$ cat config.mk
export PLATFORM = sky130hd
export DESIGN_NAME = acc_sched
export DESIGN_NICKNAME = d
export VERILOG_FILES = /design/src/rtl/acc_sched_pkg.sv /design/src/rtl/rr_arb2.sv /design/src/rtl/acc_sched.sv
export SDC_FILE = /design/constraint.sdc
export NUM_CORES = 1
export LEC_CHECK = 0
export CAP_MARGIN = 20
export CORE_UTILIZATION = 48
export DETAILED_ROUTE_END_ITERATION = 16
export PLACE_DENSITY = 0.78
export SYNTH_ARGS = -nofsm -noshare
export SYNTH_HDL_FRONTEND = slang
export SYNTH_SLANG_ARGS = --single-unit
export TNS_END_PERCENT = 1
$ cat constraint.sdc
create_clock -name clk -period 1.75 [get_ports clk]
set_clock_uncertainty 0.2 [all_clocks]
set_input_delay 0.175 -clock clk [delete_from_list [all_inputs] [get_ports clk]]
set_output_delay 0.175 -clock clk [all_outputs]
set_load 0.005 [all_outputs]
$ cat src/rtl/acc_sched_pkg.sv
// acc_sched_pkg: shared types and constants for the accumulator scheduler.
//   state_t      - scheduler FSM states
//   NUM_REQ      - number of byte requesters
//   BYTE_W       - width of a requester byte
//   ST_*         - bit positions inside the status output
package acc_sched_pkg;
    localparam int NUM_REQ   = 2;
    localparam int BYTE_W    = 8;
    localparam int CNT_W     = 4;
    localparam int ST_ACTIVE = 0;
    localparam int ST_LAST   = 1;
    localparam int ST_CNT_LO = 4;

    typedef enum logic [2:0] {
        IDLE,
        SHIFT,
        RD_REQ,
        RD_WAIT_HI,
        RD_WAIT_LO,
        CLR
    } state_t;
endpackage

$ cat src/rtl/rr_arb2.sv
// rr_arb2: two-way round-robin arbiter, purely combinational.
//   req - per-requester request
//   ptr - requester favoured when both request
//   win - one-hot winner (zero when nothing requests)
module rr_arb2
    import acc_sched_pkg::*;
(
    input  logic [NUM_REQ-1:0] req,
    input  logic               ptr,
    output logic [NUM_REQ-1:0] win
);
    always_comb begin
        win = req;
        if (req == 2'b11)
            win = ptr ? 2'b10 : 2'b01;
    end
endmodule

$ cat src/rtl/acc_sched.sv
// acc_sched: arbitrates two byte requesters, shifts the granted byte MSB-first
// into the bit-serial accumulator bank, then reads every accumulator result
// out through the UART transmitter.
//   clk, nRst       - clock, async active-low reset
//   req, data0/1    - requests and their bytes
//   gnt             - one-cycle one-hot grant pulse
//   acc_bit, acc_en - serial bit and shift strobe to the accumulators
//   clear           - accumulator clear pulse (only with ACC_SCHED_CLEAR_EN)
//   sel             - accumulator result select during readout
//   uart_start      - one-cycle transmit start; uart_busy from the transmitter
//   status          - [0] active, [1] last winner, [7:4] completed count mod 16
// Build option: define ACC_SCHED_CLEAR_EN to clear the accumulators after each
// readout; otherwise they keep running totals and clear stays 0.
module acc_sched
    import acc_sched_pkg::*;
#(
    parameter int NUM_ACC = 16,
    parameter int SEL_W   = 4
) (
    input  logic               clk,
    input  logic               nRst,
    input  logic [1:0]         req,
    input  logic [7:0]         data0,
    input  logic [7:0]         data1,
    output logic [1:0]         gnt,
    output logic               acc_bit,
    output logic               acc_en,
    output logic               clear,
    output logic [SEL_W-1:0]   sel,
    output logic               uart_start,
    input  logic               uart_busy,
    output logic [7:0]         status
);
    state_t             state, state_n;
    logic [BYTE_W-1:0]  shreg, shreg_n, win_data;
    logic [2:0]         bit_cnt, bit_cnt_n;
    logic [SEL_W-1:0]   sel_n;
    logic [1:0]         gnt_n, win;
    logic               acc_bit_n, acc_en_n, uart_start_n;
    logic               ptr, ptr_n, last_idx, last_n, win_idx, win_idx_n;
    logic               active, active_n, finish;
    logic [CNT_W-1:0]   done_cnt, done_n;

    rr_arb2 u_arb (.req(req), .ptr(ptr), .win(win));

    assign win_data = win[1] ? data1 : data0;

`ifdef ACC_SCHED_CLEAR_EN
    logic clear_q, clear_n;
    assign clear = clear_q;
`else
    assign clear = 1'b0;
`endif

    // Outputs are registered, so each transition computes the values the
    // outputs take in the first cycle of the next state. uart_start is raised
    // on the way into RD_REQ when the transmitter is already idle, and RD_REQ
    // leaves once that pulse has been issued.
    always_comb begin
        state_n      = state;
        shreg_n      = shreg;
        bit_cnt_n    = bit_cnt;
        sel_n        = sel;
        gnt_n        = '0;
        acc_bit_n    = 1'b0;
        acc_en_n     = 1'b0;
        uart_start_n = 1'b0;
        win_idx_n    = win_idx;
        active_n     = active;
        ptr_n        = ptr;
        last_n       = last_idx;
        done_n       = done_cnt;
        finish       = 1'b0;
`ifdef ACC_SCHED_CLEAR_EN
        clear_n      = 1'b0;
`endif
        case (state)
            IDLE: if (|req) begin
                state_n   = SHIFT;
                gnt_n     = win;
                win_idx_n = win[1];
                shreg_n   = win_data;
                acc_bit_n = win_data[BYTE_W-1];
                acc_en_n  = 1'b1;
                bit_cnt_n = '0;
                active_n  = 1'b1;
            end
            SHIFT: begin
                shreg_n = shreg << 1;
                if (bit_cnt == 3'(BYTE_W-1)) begin
                    state_n      = RD_REQ;
                    sel_n        = '0;
                    uart_start_n = !uart_busy;
                end else begin
                    bit_cnt_n = bit_cnt + 3'd1;
                    acc_en_n  = 1'b1;
                    acc_bit_n = shreg[BYTE_W-2];
                end
            end
            RD_REQ: begin
                if (uart_start) state_n = RD_WAIT_HI;
                else            uart_start_n = !uart_busy;
            end
            RD_WAIT_HI: if (uart_busy) state_n = RD_WAIT_LO;
            RD_WAIT_LO: if (!uart_busy) begin
                if (sel == SEL_W'(NUM_ACC-1)) begin
`ifdef ACC_SCHED_CLEAR_EN
                    state_n = CLR;
                    clear_n = 1'b1;
`else
                    finish  = 1'b1;
`endif
                end else begin
                    sel_n        = sel + 1'b1;
                    state_n      = RD_REQ;
                    uart_start_n = 1'b1;
                end
            end
            CLR:     finish  = 1'b1;
            default: state_n = IDLE;
        endcase
        // Pointer favours the requester that lost this transaction.
        if (finish) begin
            state_n  = IDLE;
            active_n = 1'b0;
            ptr_n    = ~win_idx;
            last_n   = win_idx;
            done_n   = done_cnt + 1'b1;
        end
    end

    always_ff @(posedge clk or negedge nRst) begin
        if (!nRst) begin
            state      <= IDLE;
            shreg      <= '0;
            bit_cnt    <= '0;
            sel        <= '0;
            gnt        <= '0;
            acc_bit    <= 1'b0;
            acc_en     <= 1'b0;
            uart_start <= 1'b0;
            win_idx    <= 1'b0;
            active     <= 1'b0;
            ptr        <= 1'b0;
            last_idx   <= 1'b0;
            done_cnt   <= '0;
`ifdef ACC_SCHED_CLEAR_EN
            clear_q    <= 1'b0;
`endif
        end else begin
            state      <= state_n;
            shreg      <= shreg_n;
            bit_cnt    <= bit_cnt_n;
            sel        <= sel_n;
            gnt        <= gnt_n;
            acc_bit    <= acc_bit_n;
            acc_en     <= acc_en_n;
            uart_start <= uart_start_n;
            win_idx    <= win_idx_n;
            active     <= active_n;
            ptr        <= ptr_n;
            last_idx   <= last_n;
            done_cnt   <= done_n;
`ifdef ACC_SCHED_CLEAR_EN
            clear_q    <= clear_n;
`endif
        end
    end

    always_comb begin
        status                       = '0;
        status[ST_ACTIVE]            = active;
        status[ST_LAST]              = last_idx;
        status[ST_CNT_LO +: CNT_W]   = done_cnt;
    end
endmodule

==> out/qor.yml <==
outcome: "completed"
first_element_of_the_critical_path: "sel[2]"
cts_hold_repair.buffers: 0
clock_insertion_delay_worst_skew_ns: 0.34
area_growth_syn_to_layout_pct: 33.28
cpMaxStageDelayCell: "sky130_fd_sc_hd__clkdlybuf4s50_1"
clock_tree_from_tritoncts: "yes"
arrival_ns: 1.31
ys_async_sr_fraction: 1.000
cp-start-kind: "register"
cts-htree-levels: 2
cts.clk_slew.worst_paths_ns: 0.10
maxCapViolations: 0
gp_congestion: 0.7570
worst_setup_path_end_kind: "primary output"
setup_violations: 0
grt_use_total: 0.2060
io_pins: 39
avgViaCountPerCell: 5.279
power.total_mw: 2.913
static-leakage-power_nw: 0.9548
finalHoldViolations: 0
leading_area_contributor_after_synthesis: "sky130_fd_sc_hd__dfrtp_1"
netlist_instances: 134
drive_gt1_frac: 0.2253
critical_path.n_buffers_inverters: 1
required_ns: 1.37
ctsLongestPathBuffers: 2
place.detailed.hpwl_um: 2340
core_um2: 3053
post_synth_num_cell_types: 47
ir_worst_vdd_mv: 0.5957
fmaxAchievable_ghz: 0.5942
cts.repair_timing.setup_buffer_count: 0
synth.most_common_cell: "sky130_fd_sc_hd__dfrtp_1"
grt_first_pass_wirelength_um: 5230
gr-total-overflow: 0
port_buffers: 35
cts-buffers-inserted: 5
clkSinkCount: 30
placed_area_um2: 1974
rsz0062_at_grt: "false"
drt.antenna.violating_nets: 0
first_iter_violations: 39
synth-seq-area-share: 0.4870
synth_edf_count: 0
p_per_area_nw_per_um2: 1418
first_global_vias: 1223
floorplan.rows: 20
detail_route.wirelength_um: 3060
timing.critical_path.cells: "clkdlybuf4s50_1"
hold_path.class: "in -> async"
detail_route.wl_per_cell_um: 13.54
design_area_um2: 2054
total_die_area_um2: 3442
floorplan.initialDensity: 0.5049
synth.yosys.warnings: 0
critical_path_class: "reg -> out"
timing.final.crit_period_ns: 1.683
final.fill_count: 263
chipWidth_um: 58.67
hold_ws_ns: 0.01692
synth-main-ff-cell: "sky130_fd_sc_hd__dfrtp_1"
post_synth_main_area_contributors: "sky130_fd_sc_hd__dfrtp_1, sky130_fd_sc_hd__mux2i_1, sky130_fd_sc_hd__buf_4, sky130_fd_sc_hd__ha_1, sky130_fd_sc_hd__a22oi_1"
grt_antenna_before_repair: 0
synth_top_area_frac: 0.4870
synth_top_cells_by_count: "sky130_fd_sc_hd__dfrtp_1, sky130_fd_sc_hd__mux2i_1, sky130_fd_sc_hd__nand2_1, sky130_fd_sc_hd__o21ai_1, sky130_fd_sc_hd__buf_4"
slew_violations: 0
crit_path_max_incr_delay_ns: 0.52
finish.net_count: 206
dr_total_vias: 1193
postSynthRegisterBits: 30
grt_max_degree: 31
detailedRoute.firstPassIterationCount: 4
critPathTopFamily: "buffers and inverters"
root_buffer: "sky130_fd_sc_hd__clkbuf_4"
timing.final.crit_share: 0.9617
drc_violation_count_after_routing: 0
maximum_fanout_along_the_worst_path: 7
critical_path.reg2reg.startpoint: "state[1]"
die_height_um: 58.67
syn_area_per_cell_um2: 11.50
totalNegativeSetupSlack_ns: 0
post_synth_instance_area_um2: 1541
antenna_diode_count: 0
[layout by cell type (no fill, tap or decap), types with 4 or more instances in the layout]
master                            instances
sky130_fd_sc_hd__a21oi_1                  5
sky130_fd_sc_hd__a22oi_1                  6
sky130_fd_sc_hd__buf_4                   14
sky130_fd_sc_hd__clkbuf_4                 5
sky130_fd_sc_hd__clkdlybuf4s50_1         34
sky130_fd_sc_hd__dfrtp_1                 26
sky130_fd_sc_hd__dfrtp_2                  4
sky130_fd_sc_hd__inv_1                    5
sky130_fd_sc_hd__mux2i_1                  9
sky130_fd_sc_hd__nand2_1                  8
sky130_fd_sc_hd__nor2_1                   4
sky130_fd_sc_hd__o21ai_1                  8
[sequential cells by signal, indices dropped and copies added (netlist names)]
name and count:
acc_en 1, state 3, uart_start 1, done_cnt 4
ptr 1, acc_bit 1, shreg 7, active 1
win_idx 1, gnt 2, bit_cnt 3, sel 4
last_idx 1
[final cells by class]
type / instances / area [um^2] / area share
clock inverters: 1 / 5.005 / 0.002436
clock buffers: 7 / 55.05 / 0.02680
inverters: 6 / 22.52 / 0.01096
multi-input cells: 89 / 703.2 / 0.3423
well taps: 44 / 55.05 / 0.02680
repair buffers: 49 / 457.9 / 0.2229
flip-flops and latches: 30 / 755.7 / 0.3678
[layer usage]
| layer | vias to the layer above | global-route usage | part of all wire |
|---|---|---|---|
| met5 | - | 0 | 0 |
| met4 | 0 | 0.1054 | 0.021 |
| met3 | 7 | 0.05055 | 0.056 |
| met2 | 36 | 0.3415 | 0.49 |
| met1 | 583 | 0.2504 | 0.44 |
| li1 | 567 | - | - |
[metrics by stage]
stage                     utilization  setup slack, ns  instances
after floorplan                     -           0.1088        136
after detailed placement       0.6467         -0.08974        218
after CTS                      0.6668          0.02968        226
after global routing           0.6730         0.004832        226
final                          0.6730          0.06710        226
after global placement         0.6467         -0.07521        218
[logic make-up after synthesis]
family | share of synthesized area
xor+xnor | 0.02273
flops | 0.4870
mux | 0.09010
fa+ha+maj | 0.03247
other cells | 0.002433
compound gates | 0.1518
buf+inv | 0.06980
simple gates | 0.1437
[path summary, 6_finish.rpt]
kind                          endpoint  slack (ns)  depth (start not counted)
min in group clk              shreg[0]        0.26                          3
hold / removal                  sel[2]        0.02                          2
max in group asynchronous       sel[3]        1.04                          2
setup reg to reg                sel[0]        0.10                          4
setup / recovery                sel[2]        0.07                          1
hold reg to reg            done_cnt[3]        0.29                          1
[power by group]
group | internal [mW] | switching (mW) | total, mW
Clock | 0.194 | 0.241 | 0.435
Combinational | 0.747 | 0.518 | 1.27
Sequential | 0.965 | 0.248 | 1.21
[what timing repair did]
item | CTS | global route
cloned | 0 | 0
endpoints found under the hold margin | 0 | 0
gates resized for setup | 1 | 7
setup endpoints to repair | 1 | 11
pin swaps | 0 | 0
Power figures use the tool's default switching activity.
